$ cat src/rtl/mac_kbd_host_if.sv
// Byte-level command/response channel between the Mac-side host and the keyboard.
// The host drives commands and the keyboard drives responses. Each byte is valid while its
// strobe is high.
interface mac_kbd_host_if;
  logic [7:0] cmd_data;
  logic       cmd_strobe;
  logic [7:0] rsp_data;
  logic       rsp_strobe;

  modport master (
    output cmd_data,
    output cmd_strobe,
    input  rsp_data,
    input  rsp_strobe
  );

  modport slave (
    input  cmd_data,
    input  cmd_strobe,
    output rsp_data,
    output rsp_strobe
  );
endinterface

$ cat src/rtl/mac_kbd_host.sv
// Mac Plus keyboard host: issues Model and Test at start-up, then polls with Inquiry.
// It decodes response bytes into key events. A 0x79 keypad prefix is chased with Instant.
// All state advances only on ce=1.
module mac_kbd_host #(
  parameter int unsigned CMD_GAP = 16,
  parameter logic [23:0] TIMEOUT = 24'h500000
) (
  input  logic           clk,
  input  logic           reset,
  input  logic           ce,
  input  logic           enable,
  mac_kbd_host_if.master kbd,
  output logic           key_valid,
  output logic [6:0]     key_code,
  output logic           key_up,
  output logic           key_keypad,
  output logic [7:0]     model_id,
  output logic           test_ok,
  output logic           timeout_err
);

  localparam logic [7:0] CmdModel   = 8'h16;
  localparam logic [7:0] CmdTest    = 8'h36;
  localparam logic [7:0] CmdInquiry = 8'h10;
  localparam logic [7:0] CmdInstant = 8'h14;
  localparam logic [7:0] RspNull    = 8'h7b;
  localparam logic [7:0] RspPrefix  = 8'h79;
  localparam logic [7:0] RspTestOk  = 8'h7d;

  localparam int unsigned GapW = (CMD_GAP > 1) ? $clog2(CMD_GAP) : 1;

  typedef enum logic [1:0] {StGap, StSend, StWait, StIdle} state_e;

  state_e          state_q;
  logic [7:0]      next_cmd_q;
  logic [7:0]      cmd_data_q;
  logic            cmd_strobe_q;
  logic            prefix_q;
  logic [GapW-1:0] gap_cnt_q;
  logic [23:0]     timer_q;

  logic            gap_done;
  logic [23:0]     timer_inc;
  logic            rsp_valid;
  logic [7:0]      rsp_byte;

  assign kbd.cmd_data   = cmd_data_q;
  assign kbd.cmd_strobe = cmd_strobe_q;
  assign rsp_byte       = kbd.rsp_data;

  // Gap completion, saturating timer step, and response qualification.
  always_comb begin
    gap_done  = (32'(gap_cnt_q) + 32'd1) >= CMD_GAP;
    timer_inc = (timer_q == '1) ? timer_q : timer_q + 24'd1;
    // A response that coincides with our own strobe belongs to the previous transaction.
    rsp_valid = kbd.rsp_strobe && !cmd_strobe_q;
  end

  // Transaction sequencer with registered command, event and status outputs.
  always_ff @(posedge clk or posedge reset) begin
    if (reset) begin
      state_q      <= StGap;
      next_cmd_q   <= CmdModel;
      cmd_data_q   <= 8'h00;
      cmd_strobe_q <= 1'b0;
      prefix_q     <= 1'b0;
      gap_cnt_q    <= '0;
      timer_q      <= '0;
      key_valid    <= 1'b0;
      key_code     <= '0;
      key_up       <= 1'b0;
      key_keypad   <= 1'b0;
      model_id     <= 8'h00;
      test_ok      <= 1'b0;
      timeout_err  <= 1'b0;
    end else if (ce) begin
      cmd_strobe_q <= 1'b0;
      key_valid    <= 1'b0;
      timeout_err  <= 1'b0;
      unique case (state_q)
        StGap: begin
          if (!enable) begin
            state_q   <= StIdle;
            gap_cnt_q <= '0;
          end else if (gap_done) begin
            state_q   <= StSend;
            gap_cnt_q <= '0;
          end else begin
            gap_cnt_q <= gap_cnt_q + GapW'(1);
          end
        end
        StIdle: begin
          if (enable) begin
            state_q    <= StGap;
            next_cmd_q <= CmdInquiry;
          end
        end
        StSend: begin
          cmd_data_q   <= next_cmd_q;
          cmd_strobe_q <= 1'b1;
          timer_q      <= '0;
          state_q      <= StWait;
        end
        StWait: begin
          timer_q <= timer_inc;
          if (rsp_valid) begin
            state_q    <= StGap;
            next_cmd_q <= CmdInquiry;
            if (cmd_data_q == CmdModel) begin
              model_id   <= rsp_byte;
              next_cmd_q <= CmdTest;
            end else if (cmd_data_q == CmdTest) begin
              test_ok <= (rsp_byte == RspTestOk);
            end else if (rsp_byte == RspNull) begin
              // A null answer to Instant abandons any pending prefix.
              prefix_q <= 1'b0;
            end else if (rsp_byte == RspPrefix) begin
              if (prefix_q) begin
                prefix_q <= 1'b0;
              end else begin
                // Keypad follow-up goes out immediately, regardless of enable.
                prefix_q   <= 1'b1;
                next_cmd_q <= CmdInstant;
                state_q    <= StSend;
              end
            end else begin
              key_valid  <= 1'b1;
              key_code   <= rsp_byte[6:0];
              key_up     <= rsp_byte[7];
              key_keypad <= prefix_q;
              prefix_q   <= 1'b0;
            end
          end else if (timer_inc == TIMEOUT) begin
            timeout_err <= 1'b1;
            prefix_q    <= 1'b0;
            next_cmd_q  <= CmdModel;
            state_q     <= StGap;
          end
        end
        default: state_q <= StGap;
      endcase
    end
  end

  // The two event pulses are mutually exclusive by construction.
  assert property (@(posedge clk) disable iff (reset) !(key_valid && timeout_err));
  assert property (@(posedge clk) disable iff (reset) !(cmd_strobe_q && key_valid));

endmodule
$ cat src/flat_wrapper.sv
// flat-port wrapper written by rule: the top's interface ports become plain ports
module mac_kbd_host_flat 
#(
  parameter int unsigned CMD_GAP = 16,
  parameter logic [23:0] TIMEOUT = 24'h500000
)
  (clk, reset, ce, enable, key_valid, key_code, key_up, key_keypad, model_id, test_ok, timeout_err, kbd_cmd_data, kbd_cmd_strobe, kbd_rsp_data, kbd_rsp_strobe);
  mac_kbd_host_if kbd_i ();
  input  logic clk;
  input  logic reset;
  input  logic ce;
  input  logic enable;
  output logic key_valid;
  output logic [6:0] key_code;
  output logic key_up;
  output logic key_keypad;
  output logic [7:0] model_id;
  output logic test_ok;
  output logic timeout_err;
  output wire logic [$bits(kbd_i.cmd_data)-1:0] kbd_cmd_data;
  output wire logic [$bits(kbd_i.cmd_strobe)-1:0] kbd_cmd_strobe;
  input wire logic [$bits(kbd_i.rsp_data)-1:0] kbd_rsp_data;
  input wire logic [$bits(kbd_i.rsp_strobe)-1:0] kbd_rsp_strobe;
  assign kbd_cmd_data = kbd_i.cmd_data;
  assign kbd_cmd_strobe = kbd_i.cmd_strobe;
  assign kbd_i.rsp_data = kbd_rsp_data;
  assign kbd_i.rsp_strobe = kbd_rsp_strobe;
  mac_kbd_host #(.CMD_GAP(CMD_GAP), .TIMEOUT(TIMEOUT)) u_core (.clk(clk), .reset(reset), .ce(ce), .enable(enable), .kbd(kbd_i), .key_valid(key_valid), .key_code(key_code), .key_up(key_up), .key_keypad(key_keypad), .model_id(model_id), .test_ok(test_ok), .timeout_err(timeout_err));
endmodule
$ cat config.mk
export PLATFORM = sky130hd
export DESIGN_NAME = mac_kbd_host_flat
export DESIGN_NICKNAME = d
export VERILOG_FILES = /design/src/rtl/mac_kbd_host_if.sv /design/src/rtl/mac_kbd_host.sv /design/src/flat_wrapper.sv
export SDC_FILE = /design/constraint.sdc
export NUM_CORES = 1
export LEC_CHECK = 0
export CORE_UTILIZATION = 40
export CTS_BUF_LIST = sky130_fd_sc_hd__clkbuf_8
export CTS_CLUSTER_SIZE = 12
export DETAILED_ROUTE_END_ITERATION = 16
export GPL_ROUTABILITY_DRIVEN = 1
export REMOVE_ABC_BUFFERS = 1
export SLEW_MARGIN = 30
export SYNTH_ARGS = -nofsm -noshare
export SYNTH_HDL_FRONTEND = slang
export SYNTH_SLANG_ARGS = --single-unit
$ cat constraint.sdc
create_clock -name clk -period 5.6 [get_ports clk]
set_clock_uncertainty 0.15 [all_clocks]
set_input_delay 1.12 -clock clk [delete_from_list [all_inputs] [get_ports clk]]
set_output_delay 1.12 -clock clk [all_outputs]
set_load 0.005 [all_outputs]
* Yosys cells after proc, flatten, opt, wreduce, memory -nomap -nowiden *
Index checks and enable logic that the tools add are counted.

storage, ports and cells
  register bits after elaboration = 68
  output and inout port bits = 29
  logic and storage cells = 93

operators by class
  $add $sub $neg = 3
  magnitude comparators = 1
  eq/ne operators = 15
  mux-type cells = 41
  reduce and logical (&&, ||, !) cells = 15
  bitwise gates (word level) = 4

operator list
  operator                                                                number
  8-bit two-way mux                                                       7
  24-bit case mux with 2 select lines                                     1
  32-bit by 5-bit >= comparator with 1-bit output, second input constant  1
  24-bit by 1-bit adder with 24-bit output, second input constant         1
  24-bit by 23-bit == test with 1-bit output, second input constant       1
  24-bit == test, second input constant                                   1
  8-bit by 7-bit == test with 1-bit output, second input constant         3
  24-bit two-way mux                                                      1
  1-bit two-way mux                                                       18
  2-bit two-way mux                                                       9
  8-bit case mux with 2 select lines                                      1
  4-bit AND reduction                                                     3
  5-bit AND reduction                                                     2
  8-bit by 5-bit == test with 1-bit output, second input constant         1
  8-bit by 6-bit == test with 1-bit output, second input constant         1
  4-bit two-way mux                                                       2
  2-bit case mux with 4 select lines                                      1
  7-bit AND reduction                                                     1
  2-bit != test, second input constant                                    3
  2-bit AND reduction                                                     3
  2-bit nonzero test                                                      3
  4-bit by 1-bit adder with 5-bit output, second input constant           1
  4-bit by 1-bit adder with 4-bit output, second input constant           1
  2-bit == test, second input constant                                    2
  8 further kinds                                                         11

* Depth between registers and ports, before layout *
Gate-level depths: netlist of the first run.

  depth after elaboration = 7
  mapped depth = 10

* Worst setup path before layout of the first run *
Ideal clock, no wire load.

  kind = register -> register
  from = register u_core.timer_q[0]
  to = register u_core.prefix_q
  stages on the path, launching flop included = 10
  data required time = 5,330 ps
  clock period less this slack = 2,834 ps
  path slack = 2,766 ps
  data arrival time = 2,564 ps
  path through = dfrtp_1 > buf_2 > nand3_1 > nor3_2 > and4_4 > mux2_2 > or3_1 > nor4_1 > nand4_1 > a31o_2

between the ends
  word-level cells in the longest chain between the ends = 5
  elaborated cells between the ends (all ways) = 6
  those cells by class = 1 x add/sub; 2 x eq/ne; 1 x mux; 2 x reduce/logical

RTL lines
  item                                                                        line                 text
  start: declaration                                                          mac_kbd_host.sv:40   logic [23:0] timer_q;
  start signal: assignment                                                    mac_kbd_host.sv:105  timer_q <= timer_inc;
  24-bit by 1-bit adder with 24-bit output or 24-bit == test (tied branches)  mac_kbd_host.sv:54   timer_inc = (timer_q == '1) ? timer_q : timer_q + 24'd1;
  24-bit two-way mux *                                                        mac_kbd_host.sv:54
  24-bit by 23-bit == test with 1-bit output *                                mac_kbd_host.sv:133  end else if (timer_inc == TIMEOUT) begin
  2-bit nonzero test (no line) *                                              -
  5-bit AND reduction (no line) *                                             -
  end signal: assignment                                                      mac_kbd_host.sv:66   prefix_q <= 1'b0;
  end signal: assignment                                                      mac_kbd_host.sv:131  prefix_q <= 1'b0;
  end signal: assignment                                                      mac_kbd_host.sv:135  prefix_q <= 1'b0;
  end: declaration                                                            mac_kbd_host.sv:38   logic prefix_q;

Mark *: on every way between the ends. The rest lies on a longest branch, timed or not.
A chain may end at the register's enable or synchronous reset.

* Final worst setup path of the first run *
  from = register u_core.timer_q[0]
  to = register u_core.next_cmd_q[2]

between the ends
  word-level cells in the longest chain between the ends = 5
  elaborated cells between the ends (all ways) = 6
  those cells by class = 1 x add/sub; 3 x eq/ne; 1 x mux; 1 x reduce/logical

RTL lines
  item                                                                        line                 text
  24-bit by 1-bit adder with 24-bit output or 24-bit == test (tied branches)  mac_kbd_host.sv:54
  24-bit two-way mux *                                                        mac_kbd_host.sv:54
  24-bit by 23-bit == test with 1-bit output *                                mac_kbd_host.sv:133
  3-bit by 1-bit != test with 1-bit output (no line) *                        -
  4-bit AND reduction (no line) *                                             -
  end signal: assignment                                                      mac_kbd_host.sv:63   next_cmd_q <= CmdModel;
  end signal: assignment                                                      mac_kbd_host.sv:123  next_cmd_q <= CmdInstant;
  end signal: assignment                                                      mac_kbd_host.sv:136  next_cmd_q <= CmdModel;
  end: declaration                                                            mac_kbd_host.sv:35   logic [7:0] next_cmd_q;

Marked as above.

==> impl_metrics.tcl, run 1 <==
set metrics [dict create \
    status "completed" \
    finalSetupViolations 0 \
    clock_tree.buffer_depth 2 \
    ys.flop_type "dfrtp_1" \
    rsz0062_at_grt "false" \
    place_congestion 0.8228 \
    internal_power_w 0.0009711 \
    peakVddDrop_v 0.0002079 \
    crit_buf_inv 0 \
    fin_crit_sh 0.6259 \
    drt_iter0_drc 185 \
    dp_worst_setup_slack_ns 1.999 \
    overflow 0 \
    ant_nets 0 \
    tns_ns 0 \
    power.total_w 0.001460 \
    netSwitchingFraction 0.3349 \
    max_freq_mhz 285.3 \
    track_usage 0.1952 \
    synth_edf_count 0 \
    grt_pass1_wl_um 13840 \
    leakage_nw 1.708 \
    drc 0 \
    p_seq_frac 0.385 \
    syn_area_um2 3533 \
    cts_root_buf "clkbuf_8" \
    clkPwrFrac 0.310 \
    drive_gt1_frac 0.1370 \
    fillCellCount 773 \
    core_area_um2 8382 \
    start_kind "flop" \
    utilization 0.4953 \
    worstPathMaxFanout 11 \
    fin_hold_ws_ns 0.3437 \
    yosysUniqueCellTypes 62 \
    relSlewSlack 0.4847 \
    start_util 0.4216 \
    syn_inst 384 \
    worst-setup-path-type "flop to flop" \
    grt_pass1_vias 2800 \
    rows 33 \
    cts_buffers 9 \
    routed_wl_um 8260 \
    crit_chain "ha_1, and4_1, nand2_1, nor4_2, mux2i_1, or3b_1, nor4_4, o221ai_1, a21bo_1" \
    die_h_um 95.99 \
    cts.sinks 59 \
    hold_buffers 0 \
    crit_arrival_ns 3.63 \
    antenna_found_initial 0 \
    holdPathEnd "u_core.test_ok" \
    cts_tree "yes" \
    critical_path_required_ns 5.73 \
    p_per_area_nw_per_um2 351.7 \
    fin_ws_ns 2.095 \
    antennaDiodeCount 0 \
    ios 42 \
    rr_startpoint "u_core.timer_q[0]" \
    worstMarginPinSlew_ns 0.7730 \
    switchingPower_w 0.0004890 \
    max-cap-violations 0 \
    port_buffers 37 \
    period_needed_ns 3.505 \
    crit_path_max_incr_delay_ns 0.53 \
    die_x_um 95.99 \
    cp-end-kind "flop" \
    ff2ff_setup_slack_ns 2.09 \
    async_flop_share 1.000 \
    cp.depth 9 \
    ys_seq_area_frac 0.4186 \
    ctsResizeCount 0 \
    avgRoutedWirePerCell_um 15.85 \
    cp_slowest_cell "nor4_2" \
    r2r_cells 9 \
    holdPathStages 2 \
    hpwl_um 5566 \
    fin_nets 431 \
    cts_post_setup_buffers_inserted 0 \
    die_area_um2 9213 \
    clk_latency_ns 0.35 \
    ys_warn_count 0 \
    clk_pin_slew_ns 0.07 \
    grt_max_degree 60 \
    area_delta_synth_final_pct 17.49 \
    r2r_end "u_core.next_cmd_q[2]" \
    p_comb_frac 0.306 \
    min_from "u_core.test_ok" \
    avgSynthCellArea_um2 9.202 \
    viasPerCell 5.681 \
    hp-class "flop to flop" \
    finalMaxSlewViolations 0 \
    htree_levels 3 \
    num_vias 2960 \
    cp_top_family "simple AND/OR/NAND/NOR gates" \
    drtPass1Iterations 5 \
    final-hold-violation-count 0 \
    synth_seq_cells 59 \
]
-- power groups by stage --
stage / clock network (W) / registers, W / logic (W)
2_1_floorplan: 0 / 0.000560 / 0.000269
5_1_grt: 0.000477 / 0.000573 / 0.000504
3_3_place_gp: 0 / 0.000567 / 0.000442
3_5_place_dp: 0 / 0.000568 / 0.000449
6_report: 0.000452 / 0.000561 / 0.000446
4_1_cts: 0.000464 / 0.000561 / 0.000450
-- per-stage QoR --
| stage | instances | instance area [um2] |
|---|---|---|
| after floorplan | 360 | 3398 |
| after global placement | 505 | 3923 |
| after detailed placement | 505 | 3924 |
| after CTS | 521 | 4151 |
| after global routing | 521 | 4151 |
| final | 521 | 4151 |
-- state kept, by name, indices dropped and copies added (netlist names), 2 cells and up --
name	flops
u_core.key_code	7
u_core.gap_cnt_q	4
u_core.model_id	8
u_core.kbd.cmd_data	4
u_core.state_q	2
u_core.timer_q	24
u_core.next_cmd_q	3
-- worst max-delay path by stage --
stage	end	start	slack [ns]
2_1_floorplan	u_core.state_q[0]	u_core.timer_q[0]	2.53
3_3_place_gp	u_core.key_code[6]	ce	1.99
3_5_place_dp	u_core.key_up	ce	2.00
4_1_cts	u_core.next_cmd_q[2]	u_core.timer_q[0]	2.10
5_1_grt	u_core.next_cmd_q[2]	u_core.timer_q[0]	1.80
6_report	u_core.next_cmd_q[2]	u_core.timer_q[0]	2.09
-- cells in the mapped netlist (all sizes together), types with 3 or more instances --
cell type / count / area (um2)
nand2b: 3 / 18.77
and2: 3 / 18.77
a41oi: 4 / 35.03
or3: 5 / 32.53
mux2i: 5 / 50.05
nand3: 20 / 117.6
mux2: 21 / 240.2
xor2: 3 / 26.28
a21oi: 35 / 175.2
dfrtp: 57 / 1426
buf: 17 / 108.9
and4: 5 / 51.30
and3: 6 / 38.79
nor3: 4 / 25.02
nor2b: 3 / 18.77
nand2: 43 / 161.4
xnor2: 5 / 43.79
o31ai: 8 / 60.06
o21ai: 29 / 148.9
nand4: 12 / 75.07
a31oi: 6 / 37.54
nor4: 5 / 67.56
ha: 7 / 87.58
clkbuf: 10 / 37.54
inv: 13 / 48.80
nor2: 26 / 97.59
-- cell families after synthesis --
group / synth area share
DFF: 0.4186
other: 0.001061
AOI/OAI and AO/OA: 0.1859
muxes: 0.08215
and+or+nand+nor: 0.2125
adders and majority gates: 0.02479
xor gates and xnor gates: 0.01983
buffers and inverters: 0.05524
-- routing by layer --
layer	vias up	wire length [um]	part of all wire	track usage
met4	0	130	0.016	0.07338
met3	12	383	0.046	0.03712
met2	77	3746	0.45	0.3014
met1	1425	4000	0.48	0.2702
li1	1446	-	-	-
met5	-	0	0	0
-- tightest hold or removal path, stage by stage, from the launching register on --
cell and delay [ns]:
dfrtp_1 0.36, nand2_1 0.05, o21ai_0 0.06
-- cell usage in the layout, fill, tap and decap left out, types with 4 or more instances in the layout --
cell              n
a21oi_1          35
a31oi_1           6
a41oi_1           4
and3_1            5
clkbuf_8         11
clkdlybuf4s50_1  37
conb_1            4
dfrtp_1          57
ha_1              7
inv_1            13
mux2_2           20
mux2i_1           5
nand2_1          43
nand3_1          18
nand4_1          12
nor2_1           26
o21ai_0          28
o31ai_1           8
or3_1             4
xnor2_1           5
-- area by class of cell --
type / count / area (um2) / share of cell area
clock buffer: 11 / 151.4 / 0.03647
multi-input combinational: 288 / 1872 / 0.4509
clock inverter: 5 / 76.32 / 0.01838
inverter: 13 / 48.80 / 0.01175
sequential: 59 / 1479 / 0.3562
timing repair buffer: 40 / 392.9 / 0.09464
tap: 105 / 131.4 / 0.03165
(Power assumes the default switching activity.)
==> inputs of run 2 (changes only) <==
- clock period: 5.6 -> 3.6 ns (I/O delays scaled with it)
==> run 2 against run 1 <==
Routed wire length up 1.4%. Worst setup slack worse by 1.8 ns. Non-clock buffer count up 11. Sequential power up 56%. Global-route usage up 0.68 points. Largest cell class unchanged. Largest power group unchanged.
==> impl_metrics.tcl, run 2 (same netlist as run 1, synthesis figures left out) <==
set metrics [dict create \
    core_area_um2 8382 \
    hp-class "flop to flop" \
    num_vias 2984 \
    fin_nets 442 \
    crit_buf_inv 0 \
    max_freq_mhz 302.4 \
    fillCellCount 760 \
    hpwl_um 5905 \
    place_congestion 0.8915 \
    rsz0062_at_grt "false" \
    start_kind "flop" \
    cp.depth 9 \
    layout_commonest_cell "dfrtp_1" \
    final_cell_mix "dfrtp_1, nand2_1, clkdlybuf4s50_1" \
    crit_arrival_ns 3.39 \
    overflow 0 \
    fin_hold_ws_ns 0.3452 \
    worstPathMaxFanout 11 \
    routed_wl_um 8379 \
    top_register "u_core.timer_q" \
    start_util 0.4216 \
    cts_post_setup_buffers_inserted 0 \
    cp-end-kind "flop" \
    multiInputGateArea_um2 1872 \
    largest_registers "u_core.timer_q (24), u_core.model_id (8), u_core.key_code (7)" \
    viasPerCell 5.609 \
    htree_levels 3 \
    dp_worst_setup_slack_ns 0.2743 \
    track_usage 0.2020 \
    clock_tree.buffer_depth 2 \
    clk_latency_ns 0.34 \
    status "completed" \
    grt_pass1_wl_um 14060 \
    crit_path_max_incr_delay_ns 0.54 \
    fin_area_um2 4248 \
    cts_root_buf "clkbuf_8" \
    drt_iter0_drc 140 \
    fin_crit_sh 0.9185 \
    holdPathStages 2 \
    largest_reg_flops 24 \
    antennaDiodeCount 0 \
    area_delta_synth_final_pct 20.22 \
    drtPass1Iterations 5 \
    leakage_nw 1.761 \
    finalSetupViolations 0 \
    holdPathEnd "u_core.test_ok" \
    min_from "u_core.test_ok" \
    avgRoutedWirePerCell_um 15.75 \
    ios 42 \
    worst-setup-path-type "flop to flop" \
    cts_tree "yes" \
    crit_chain "ha_1, and4_1, nand2_1, nor4_2, mux2i_1, or3b_1, nor4_4, o21ai_2, mux2_4" \
    clk_pin_slew_ns 0.07 \
    placed_area_um2 4005 \
    worstMarginPinSlew_ns 0.5767 \
    cp_top_family "simple AND/OR/NAND/NOR gates" \
    drive_gt1_frac 0.1569 \
    r2r_end "u_core.state_q[0]" \
    period_needed_ns 3.307 \
    grt_max_degree 29 \
    relSlewSlack 0.6150 \
    final-hold-violation-count 0 \
    finalMaxSlewViolations 0 \
    rr_startpoint "u_core.timer_q[0]" \
    max-cap-violations 0 \
    fin_ws_ns 0.2934 \
    antenna_found_initial 0 \
    peakVddDrop_v 0.0003154 \
    grt_pass1_vias 2802 \
    die_area_um2 9213 \
    critical_path_required_ns 3.68 \
    seqCellArea_um2 1479 \
    drc 0 \
    cts.sinks 59 \
    ant_nets 0 \
    port_buffers 37 \
    cp_slowest_cell "dfrtp_1" \
    r2r_cells 9 \
    p_per_area_nw_per_um2 549.2 \
    die_h_um 95.99 \
    rows 33 \
    tns_ns 0 \
    die_x_um 95.99 \
    ff2ff_setup_slack_ns 0.29 \
    cts_buffers 9 \
]
==> run 2: metrics by stage <==
| step | power [W] | instances | util |
|---|---|---|---|
| 2_1_floorplan | 0.001289 | 360 | - |
| 3_3_place_gp | 0.001598 | 516 | 0.4778 |
| 3_5_place_dp | 0.001606 | 516 | 0.4778 |
| 4_1_cts | 0.002359 | 532 | 0.5066 |
| 5_1_grt | 0.002485 | 532 | 0.5068 |
| 6_report | 0.002333 | 532 | 0.5068 |
==> run 2: tightest hold or removal path, delay by kind of cell, from the launching register on <==
family | cells | cell delay, ns
and+or+nand+nor | 1 | 0.05
DFF | 1 | 0.35
AOI/OAI and AO/OA | 1 | 0.06
==> run 2: worst max-delay path by stage <==
| stage | start | end | slack (ns) |
|---|---|---|---|
| 6_report | u_core.timer_q[0] | u_core.state_q[0] | 0.29 |
| 5_1_grt | u_core.timer_q[1] | u_core.prefix_q | 0.04 |
| 4_1_cts | u_core.timer_q[0] | u_core.prefix_q | 0.26 |
| 3_5_place_dp | u_core.timer_q[0] | u_core.prefix_q | 0.27 |
| 3_3_place_gp | u_core.timer_q[0] | u_core.state_q[0] | 0.36 |
| 2_1_floorplan | u_core.timer_q[0] | u_core.state_q[0] | 0.53 |
==> run 2: layout make-up <==
type | instances | area share
Inverter | 13 | 0.01149
Multi-Input combinational cell | 288 | 0.4406
Clock buffer | 9 | 0.02916
Clock inverter | 7 | 0.02769
Timing Repair Buffer | 51 | 0.1119
Sequential cell | 59 | 0.3482
Tap cell | 105 | 0.03093
==> run 2: what timing repair did <==
item,in CTS,in global routing
gates resized for setup,0,1
endpoints found under the setup margin,0,1
hold buffers,0,0
==> run 2: per-layer routing <==
layer / GRT usage / routed length (um)
met4: 0.07960 / 140
met5: 0 / 0
met1: 0.2811 / 4048
met3: 0.03870 / 257
met2: 0.3085 / 3933
==> run 2: power by group <==
group          leakage (nW)  internal (W)  total [W]  switching, W
Clock                 0.117      0.000458   0.000739      0.000281
Combinational         0.858      0.000339   0.000718      0.000379
Sequential            0.786      0.000773   0.000875      0.000102
